--- config.mk ---
export PLATFORM = sky130hd
export DESIGN_NAME = shift_sub_divider
export DESIGN_NICKNAME = d
export VERILOG_FILES = /design/src/rtl/shift_sub_divider.sv
export SDC_FILE = /design/constraint.sdc
export NUM_CORES = 1
export LEC_CHECK = 0
export CAP_MARGIN = 10
export CORE_UTILIZATION = 49
export CTS_CLUSTER_SIZE = 14
export DETAILED_ROUTE_END_ITERATION = 7
export PLACE_DENSITY = 0.9
export SYNTH_ARGS = -nofsm -noshare
export SYNTH_HDL_FRONTEND = slang
export SYNTH_SLANG_ARGS = --single-unit
--- constraint.sdc ---
create_clock -name Clk -period 2.35 [get_ports Clk]
set_clock_uncertainty 0.15 [all_clocks]
set_input_delay 0.47 -clock Clk [delete_from_list [all_inputs] [get_ports Clk]]
set_output_delay 0.47 -clock Clk [all_outputs]
set_load 0.05 [all_outputs]
--- src/rtl/shift_sub_divider.sv ---
// shift_sub_divider
//   Sequential unsigned restoring divider. It divides a 2N-bit dividend by an
//   N-bit divisor and produces one quotient bit per clock. It uses the
//   St/Idle/Done handshake of the shift-add multiplier.
//   Quotient overflow, including divide-by-zero, is detected in a single CHECK
//   cycle before any iteration starts.
//
// Ports
//   Clk        rising-edge clock
//   rst_n      asynchronous active-low reset
//   St         start request, sampled only while Idle
//   Dividend   2N-bit unsigned dividend, captured on an accepted St
//   Divisor    N-bit unsigned divisor, captured on an accepted St
//   Quotient   low half of the accumulator
//   Remainder  high half of the accumulator
//   V          overflow flag, held until the next accepted St
//   Idle       FSM is in IDLE
//   Done       one-cycle result-valid strobe
module shift_sub_divider #(
    parameter int N = 4
) (
    input  logic           Clk,
    input  logic           rst_n,
    input  logic           St,
    input  logic [2*N-1:0] Dividend,
    input  logic [N-1:0]   Divisor,
    output logic [N-1:0]   Quotient,
    output logic [N-1:0]   Remainder,
    output logic           V,
    output logic           Idle,
    output logic           Done
);

    localparam int CW = $clog2(N + 1);
    localparam logic [CW-1:0] LAST = CW'(N - 1);

    typedef enum logic [1:0] {S_IDLE, S_CHECK, S_RUN, S_DONE} state_t;

    state_t          state, state_n;
    logic [2*N-1:0]  acc;
    logic [N-1:0]    dvs;
    logic [CW-1:0]   cnt;
    logic            v_q;

    // The trial window includes the bit about to be shifted in. The upper half
    // can be as large as DVS-1, so it needs N+1 bits.
    logic [N:0]      t;
    logic [N:0]      diff;
    logic            t_ge;
    logic            ovf;

    assign t    = {acc[2*N-1:N], acc[N-1]};
    assign t_ge = (t >= {1'b0, dvs});
    assign diff = t - {1'b0, dvs};
    // If the upper half already reaches the divisor, the quotient cannot fit
    // in N bits. A zero divisor always takes this path.
    assign ovf  = (acc[2*N-1:N] >= dvs);

    always_ff @(posedge Clk or negedge rst_n) begin
        if (!rst_n) state <= S_IDLE;
        else        state <= state_n;
    end

    always_comb begin
        state_n = state;
        case (state)
            S_IDLE:  if (St) state_n = S_CHECK;
            S_CHECK: state_n = ovf ? S_DONE : S_RUN;
            S_RUN:   if (cnt == LAST) state_n = S_DONE;
            S_DONE:  state_n = S_IDLE;
            default: state_n = S_IDLE;
        endcase
    end

    always_ff @(posedge Clk or negedge rst_n) begin
        if (!rst_n) begin
            acc <= '0;
            dvs <= '0;
            cnt <= '0;
            v_q <= 1'b0;
        end else begin
            case (state)
                S_IDLE: if (St) begin
                    acc <= Dividend;
                    dvs <= Divisor;
                    cnt <= '0;
                    v_q <= 1'b0;
                end
                S_CHECK: if (ovf) v_q <= 1'b1;
                S_RUN: begin
                    // diff[N] is always 0 when t_ge because the upper half
                    // stays below DVS, so the difference fits in N bits.
                    if (t_ge) acc <= {diff[N-1:0], acc[N-2:0], 1'b1};
                    else      acc <= {acc[2*N-2:0], 1'b0};
                    cnt <= cnt + 1'b1;
                end
                default: ;
            endcase
        end
    end

    assign Quotient  = acc[N-1:0];
    assign Remainder = acc[2*N-1:N];
    assign V         = v_q;
    assign Idle      = (state == S_IDLE);
    assign Done      = (state == S_DONE);

endmodule
==> summary.md, run 1 <==
| Metric | Value |
|---|---|
| CTS Sinks | `18` |
| Initial core utilization | `52.4%` |
| Clock transition at path regs | `about 0.10 ns` |
| Cell Area, Synth | `1160 µm²` |
| Max-capacitance violation count | `0` |
| Share of post-route cells with drive strength above 1 | `between 10% and 20%` |
| CP Max Fanout | `6` |
| Syn avg cell area | `approximately 10 µm²` |
| TritonCTS clock tree | `built` |
| Longest Clk Path Bufs | `2` |
| Die area | `around 2600 µm²` |
| Setup violations, final | `0` |
| Required @ worst endpoint | `1.73 ns` |
| Final min period | `2.25 ns` |
| Drt wl/cell | `~15 µm` |
| Worst slew pin tran | `between 0.5 and 0.6 ns` |
| Vias/cell | `around 5.7` |
| Root buffer cell | `clkbuf_4` |
| Final slew viol count | `0` |
| Postcts setup bufs | `0` |
| Via count | `~1000` |
| Clk_lat worst skew | `0.30 ns` |
| Register bit total from synthesis | `18` |
| Initial antenna violation count | `0` |
| Crit path max-delay family | `buffers and inverters` |
| Dpl hpwl | `2060 µm` |
| Cell variety after synth | `28` |
| Max-slew headroom | `roughly two thirds` |
| Setup TNS | `0 ns` |
| Net Count, Synth | `about 150` |
| Pin count of the biggest net entering global routing | `18` |
| CP Cell Sequence | `clkdlybuf4s50_1` |
| Slowest CP cell | `clkdlybuf4s50_1` |
| Die Wd | `roughly 51 µm` |
| Hold buffer count at CTS | `0` |
| Initial drt markers | `32` |
| Clock H-tree levels | `1` |
| Antenna Nets Post-Route | `0` |
| Placement Rows | `17` |
| Cts repair resizes | `0` |
| Max stage delay on crit path | `between 0.8 and 0.9 ns` |
| Drt pass-1 iters | `4` |
| Placed cell area | `approximately 1500 µm²` |
| Synth warn | `0` |
| P&R area growth vs syn | `30.7%` |
| Final Cycle Share | `95.6%` |
| Crit Path Category | `reg2out` |
| Register area share after synthesis | `roughly two fifths` |
| IO Pins | `26` |
| Worst Path Buf+Inv | `1` |
| Overflow after GRT | `0` |
| GRT Total Usage | `23.8%` |
| Routed WL | `about 2600 µm` |
| Status | `completed` |
| Hold Path Class | `in2async` |
| Post-route cell area | `roughly 1500 µm²` |
| Number of global-route vias before repair | `996` |
| Cell count after synthesis | `around 120` |
| Fin nets | `178` |
| Worst Path Arrival | `around 1.6 ns` |
| Antenna cells | `0` |
| RD Place Congestion | `0.972` |
| Chip Height | `between 50 and 60 µm` |
| Hold Vio Cnt, Final | `0` |
| Global-route wire length before repair | `4470 µm` |
| Core Box Area | `roughly 2200 µm²` |
| TritonCTS Buffers | `3` |
| Worst setup SP type | `flip-flop` |
| Final hold slack | `0.301 ns` |
| DRC errors left | `0` |
| FILL cells | `approximately 180` |
| Fmax | `445 MHz` |
| Port bufs | `25` |
| RSZ-0062 raised after global routing | `no` |
| CP endpoint kind | `primary output` |
==> layer usage <==
metal | global-route usage (%) | up-vias | part of all wire, %
met2 | 40.4 | 33 | 53
li1 | - | 473 | -
met4 | 8.80 | 0 | 1.3
met1 | 28.5 | 485 | 42
met3 | 6.36 | 5 | 4.5
met5 | 0 | - | 0
==> path summary, 6_finish.rpt <==
path                                    start            endpoint  slack (ns)  depth (start not counted)
hold / removal                          rst_n  acc[5]$_DFFE_PN0P_        0.30                          1
max in group asynchronous               rst_n  cnt[2]$_DFFE_PN0P_        1.25                          2
setup reg to reg           acc[5]$_DFFE_PN0P_  acc[4]$_DFFE_PN0P_        0.16                          6
setup / recovery           acc[5]$_DFFE_PN0P_        Remainder[1]        0.10                          1
hold reg to reg            cnt[0]$_DFFE_PN0P_  cnt[0]$_DFFE_PN0P_        0.36                          1
min in group Clk           cnt[0]$_DFFE_PN0P_  cnt[0]$_DFFE_PN0P_        0.36                          1
==> cell usage in the layout (no fill, tap or decap), drive strengths merged, types with 2 or more instances in the layout <==
cell type / n
nand2b: 3
ha: 14
dfrtp: 18
buf: 6
a2111oi: 2
clkdlybuf4s50: 23
nor3: 2
nor2: 4
o21ai: 17
mux2i: 6
xnor2: 2
a21oi: 8
nor3b: 3
mux2: 7
clkbuf: 4
inv: 10
nand2: 9
==> Yosys cell counts <==
cell type	n	area, µm²
a21o_1	1	7.51
o21ai_2	1	8.76
o21bai_1	1	7.51
a31oi_1	1	6.26
mux2_2	6	67.6
a21oi_2	1	8.76
nor3_1	2	10.0
mux2_4	1	15.0
o21ai_0	15	75.1
nor2_2	1	6.26
dfrtp_1	18	450
nor2_1	3	11.3
fa_1	1	20.0
nand2_1	9	33.8
or4_1	1	7.51
inv_1	10	37.5
or2_1	1	6.26
mux2i_1	6	60.1
a2111oi_0	2	17.5
a21oi_1	7	35.0
o21ai_1	1	5.00
a32o_1	1	10.0
nand2b_1	3	18.8
a211oi_1	1	7.51
ha_1	14	175
clkbuf_1	3	11.3
nor3b_1	3	22.5
xnor2_1	2	17.5
==> flip-flops by register name, indices dropped and copies added, names as in the netlist <==
signal  flops
dvs         4
V           1
state       2
acc         8
cnt         3
==> cell type report <==
type | count | area (µm²) | share of cell area (%)
Multi-Input combinational cell | 85 | 668 | 44.1
Inverter | 10 | 37.5 | 2.48
Clock buffer | 4 | 36.3 | 2.39
Tap cell | 28 | 35.0 | 2.31
Sequential cell | 18 | 452 | 29.8
Timing Repair Buffer | 30 | 288 | 19.0
==> metrics by stage <==
step                      cells  setup WS, ns  utilization [%]
after floorplan             116        0.0642                -
after global placement      171         0.212             66.5
after detailed placement    171      -0.00394             66.5
after CTS                   175        0.0116             68.1
after global routing        175        0.0516             68.6
final                       175         0.105             68.6
==> logic make-up (layout without fill, tap and decap cells) <==
group | Yosys count | after routing | share of synthesized area, %
xor+xnor | 2 | 2 | 1.51
flops | 18 | 18 | 38.8
simple gates | 23 | 23 | 10.0
mux | 13 | 13 | 12.3
buf+inv | 13 | 44 | 4.21
compound gates | 32 | 32 | 16.3
fa+ha+maj | 15 | 15 | 16.8
==> worst register-to-register path: stages, from the launching register on <==
cell	delay [ns]
dfrtp_1	0.46
ha_1	0.38
or2_1	0.23
a211oi_1	0.34
nor2_2	0.13
mux2_4	0.32
o21ai_2	0.11
Power of run 1 is left out: the tool's default activity adds up to more than one toggle a clock period on the data nets, which glitch-free logic cannot reach.
==> inputs of run 2 (changes only) <==
Settings changed: CORE_MARGIN from default to 2, SLEW_MARGIN from default to 5.
==> run 2 against run 1 <==
  * Maximum frequency increased by 0.62%
  * Die area grew 8.1%
  * Via count decreased by 0.80%
  * Critical endpoint is now Remainder[3]
  * Count of clock-buffer cells in the layout did not move
  * Routed wire length grew 1.8%
  * Utilization decreased by 0.32 points
  * Highest routed layer unchanged
  * Critical path type unchanged
  * Flip-flop and latch count stayed put
  * Worst hold slack got worse by 0.0029 ns
==> summary.md, run 2 (same netlist as run 1, synthesis figures left out) <==
| Metric | Value |
|---|---|
| Via count | `988 (-0.80%)` |
| Vias/cell | `5.61 (-1.4%)` |
| Clock transition at path regs | `0.10 ns (about the same)` |
| Final slew viol count | `0 (unchanged)` |
| Wl on met1 | `1130 µm (+4.0%)` |
| Reg area | `452 µm² (unchanged)` |
| Port bufs | `25 (unchanged)` |
| Worst Path Buf+Inv | `1 (unchanged)` |
| Worst Path Arrival | `1.61 ns (-0.02 ns)` |
| Antenna cells | `0 (unchanged)` |
| Commonest cells after routing, fill and taps aside | `clkdlybuf4s50_1 (23), dfrtp_1 (17), o21ai_0 (15)` |
| Status | `completed` |
| Die area | `2770 µm² (+8.1%)` |
| CP endpoint kind | `primary output` |
| Crit Path Category | `reg2out` |
| Fmax | `448 MHz (+0.62%)` |
| Antenna Nets Post-Route | `0 (unchanged)` |
| Biggest regs | `acc: 8 flops, dvs: 4 flops, cnt: 3 flops` |
| Clock H-tree levels | `1 (unchanged)` |
| TritonCTS Buffers | `3 (unchanged)` |
| RD Place Congestion | `0.996 (+2.5%)` |
| Hold Path Class | `in2async` |
| Drt wl/cell | `15.1 µm (+1.2%)` |
| Setup TNS | `0 ns (unchanged)` |
| Largest Register | `acc` |
| Max layer used | `met4` |
| Fin util | `68.2% (-0.32 points)` |
| Met2 wire len | `1360 µm (-0.73%)` |
| Global-route wire length before repair | `4350 µm (-2.8%)` |
| Longest Clk Path Bufs | `2 (unchanged)` |
| CTS Sinks | `18 (unchanged)` |
| Slowest CP cell | `clkdlybuf4s50_1` |
| Die Wd | `52.7 µm (+3.9%)` |
| P&R area growth vs syn | `31.4%` |
| Crit path max-delay family | `buffers and inverters` |
| Worst setup SP type | `flip-flop` |
| Hold buffer count at CTS | `0 (unchanged)` |
| CP Max Fanout | `6 (unchanged)` |
| Number of global-route vias before repair | `964 (-3.2%)` |
| DRC errors left | `0 (unchanged)` |
| Max reg flops | `8 (unchanged)` |
| Placement Rows | `17 (unchanged)` |
| Worst slew pin tran | `0.514 ns (-0.00196 ns)` |
| CP Cell Sequence | `clkdlybuf4s50_1` |
| Setup violations, final | `0 (unchanged)` |
| Root buffer cell | `clkbuf_4` |
| Max stage delay on crit path | `0.85 ns (about the same)` |
| Pin count of the biggest net entering global routing | `18 (unchanged)` |
| Dpl hpwl | `2030 µm (-1.3%)` |
| Share of post-route cells with drive strength above 1 | `15.5% (+0.57 points)` |
| Routed WL | `2650 µm (+1.8%)` |
| GRT Total Usage | `21.7% (-2.0 points)` |
| Initial drt markers | `33 (+3.1%)` |
| Max-slew headroom | `65.6% (+0.13 points)` |
| Core Box Area | `2230 µm² (+0.96%)` |
| FILL cells | `164 (-11%)` |
| Initial core utilization | `51.9% (-0.50 points)` |
| Max-capacitance violation count | `0 (unchanged)` |
| TritonCTS clock tree | `built` |
| Clk_lat worst skew | `0.30 ns (about the same)` |
| Commonest non-fill, non-tap cell in the layout | `clkdlybuf4s50_1` |
| IO Pins | `26 (unchanged)` |
| Met3 Routed Length | `128 µm (+10%)` |
| Hold Vio Cnt, Final | `0 (unchanged)` |
| Final Cycle Share | `95.0% (-0.58 points)` |
| Area of the multi-input gates | `668 µm² (unchanged)` |
| Fin nets | `179 (+0.56%)` |
| Chip Height | `52.7 µm (+3.9%)` |
| Drt pass-1 iters | `4 (unchanged)` |
| Required @ worst endpoint | `1.73 ns (about the same)` |
| RSZ-0062 raised after global routing | `no` |
| Overflow after GRT | `0 (unchanged)` |
| Final min period | `2.23 ns (-0.0137 ns)` |
| Initial antenna violation count | `0 (unchanged)` |
==> run 2: cell types whose count changed in the layout (fill, tap and decap cells not counted) <==
cell	delta
buf_4	+1
==> run 2: area by class of cell <==
type / instances / share of cell area, %
Tap cell: 28 / 2.30
Multi-Input combinational cell: 85 / 43.8
Timing Repair Buffer: 31 / 19.4
Clock buffer: 4 / 2.38
Inverter: 10 / 2.46
Sequential cell: 18 / 29.6
==> run 2: per-layer routing <==
layer  vias to the layer above  global-route usage [%]
li1                        478                       -
met1                       472                    27.0
met2                        34                    37.5
met3                         4                    2.86
met4                         0                    8.97
met5                         -                       0
==> run 2: repair_timing <==
item | in CTS | in global routing
buffers inserted | 0 | 2
setup endpoints to repair | 0 | 2
endpoints found under the hold margin | 0 | 0
resized for setup | 0 | 4
==> run 2: path summary, 6_finish.rpt <==
| path | start | to | slack [ns] | cells past startpoint |
|---|---|---|---|---|
| min reg2reg | cnt[2]$_DFFE_PN0P_ | cnt[2]$_DFFE_PN0P_ | 0.36 | 2 |
| min | rst_n | acc[0]$_DFFE_PN0P_ | 0.30 | 1 |
| max reg2reg | acc[4]$_DFFE_PN0P_ | state[0]$_DFFE_PN0P_ | 0.15 | 7 |
| max in group asynchronous | rst_n | dvs[2]$_DFFE_PN0P_ | 1.26 | 2 |
| max | acc[7]$_DFFE_PN0P_ | Remainder[3] | 0.12 | 1 |
| min in group Clk | cnt[2]$_DFFE_PN0P_ | cnt[2]$_DFFE_PN0P_ | 0.36 | 2 |
==> run 2: per-stage QoR <==
stage / instances / cell area [µm²] / setup WS [ns] / hold WS (ns)
2_1_floorplan: 116 / 1160 / 0.0642 / 0.0244
3_3_place_gp: 170 / 1460 / 0.206 / 0.316
3_5_place_dp: 170 / 1460 / 0.0355 / 0.331
4_1_cts: 174 / 1500 / 0.0293 / 0.305
5_1_grt: 176 / 1520 / 0.00767 / 0.320
6_report: 176 / 1520 / 0.118 / 0.298
Power of run 2 is left out for the same reason.
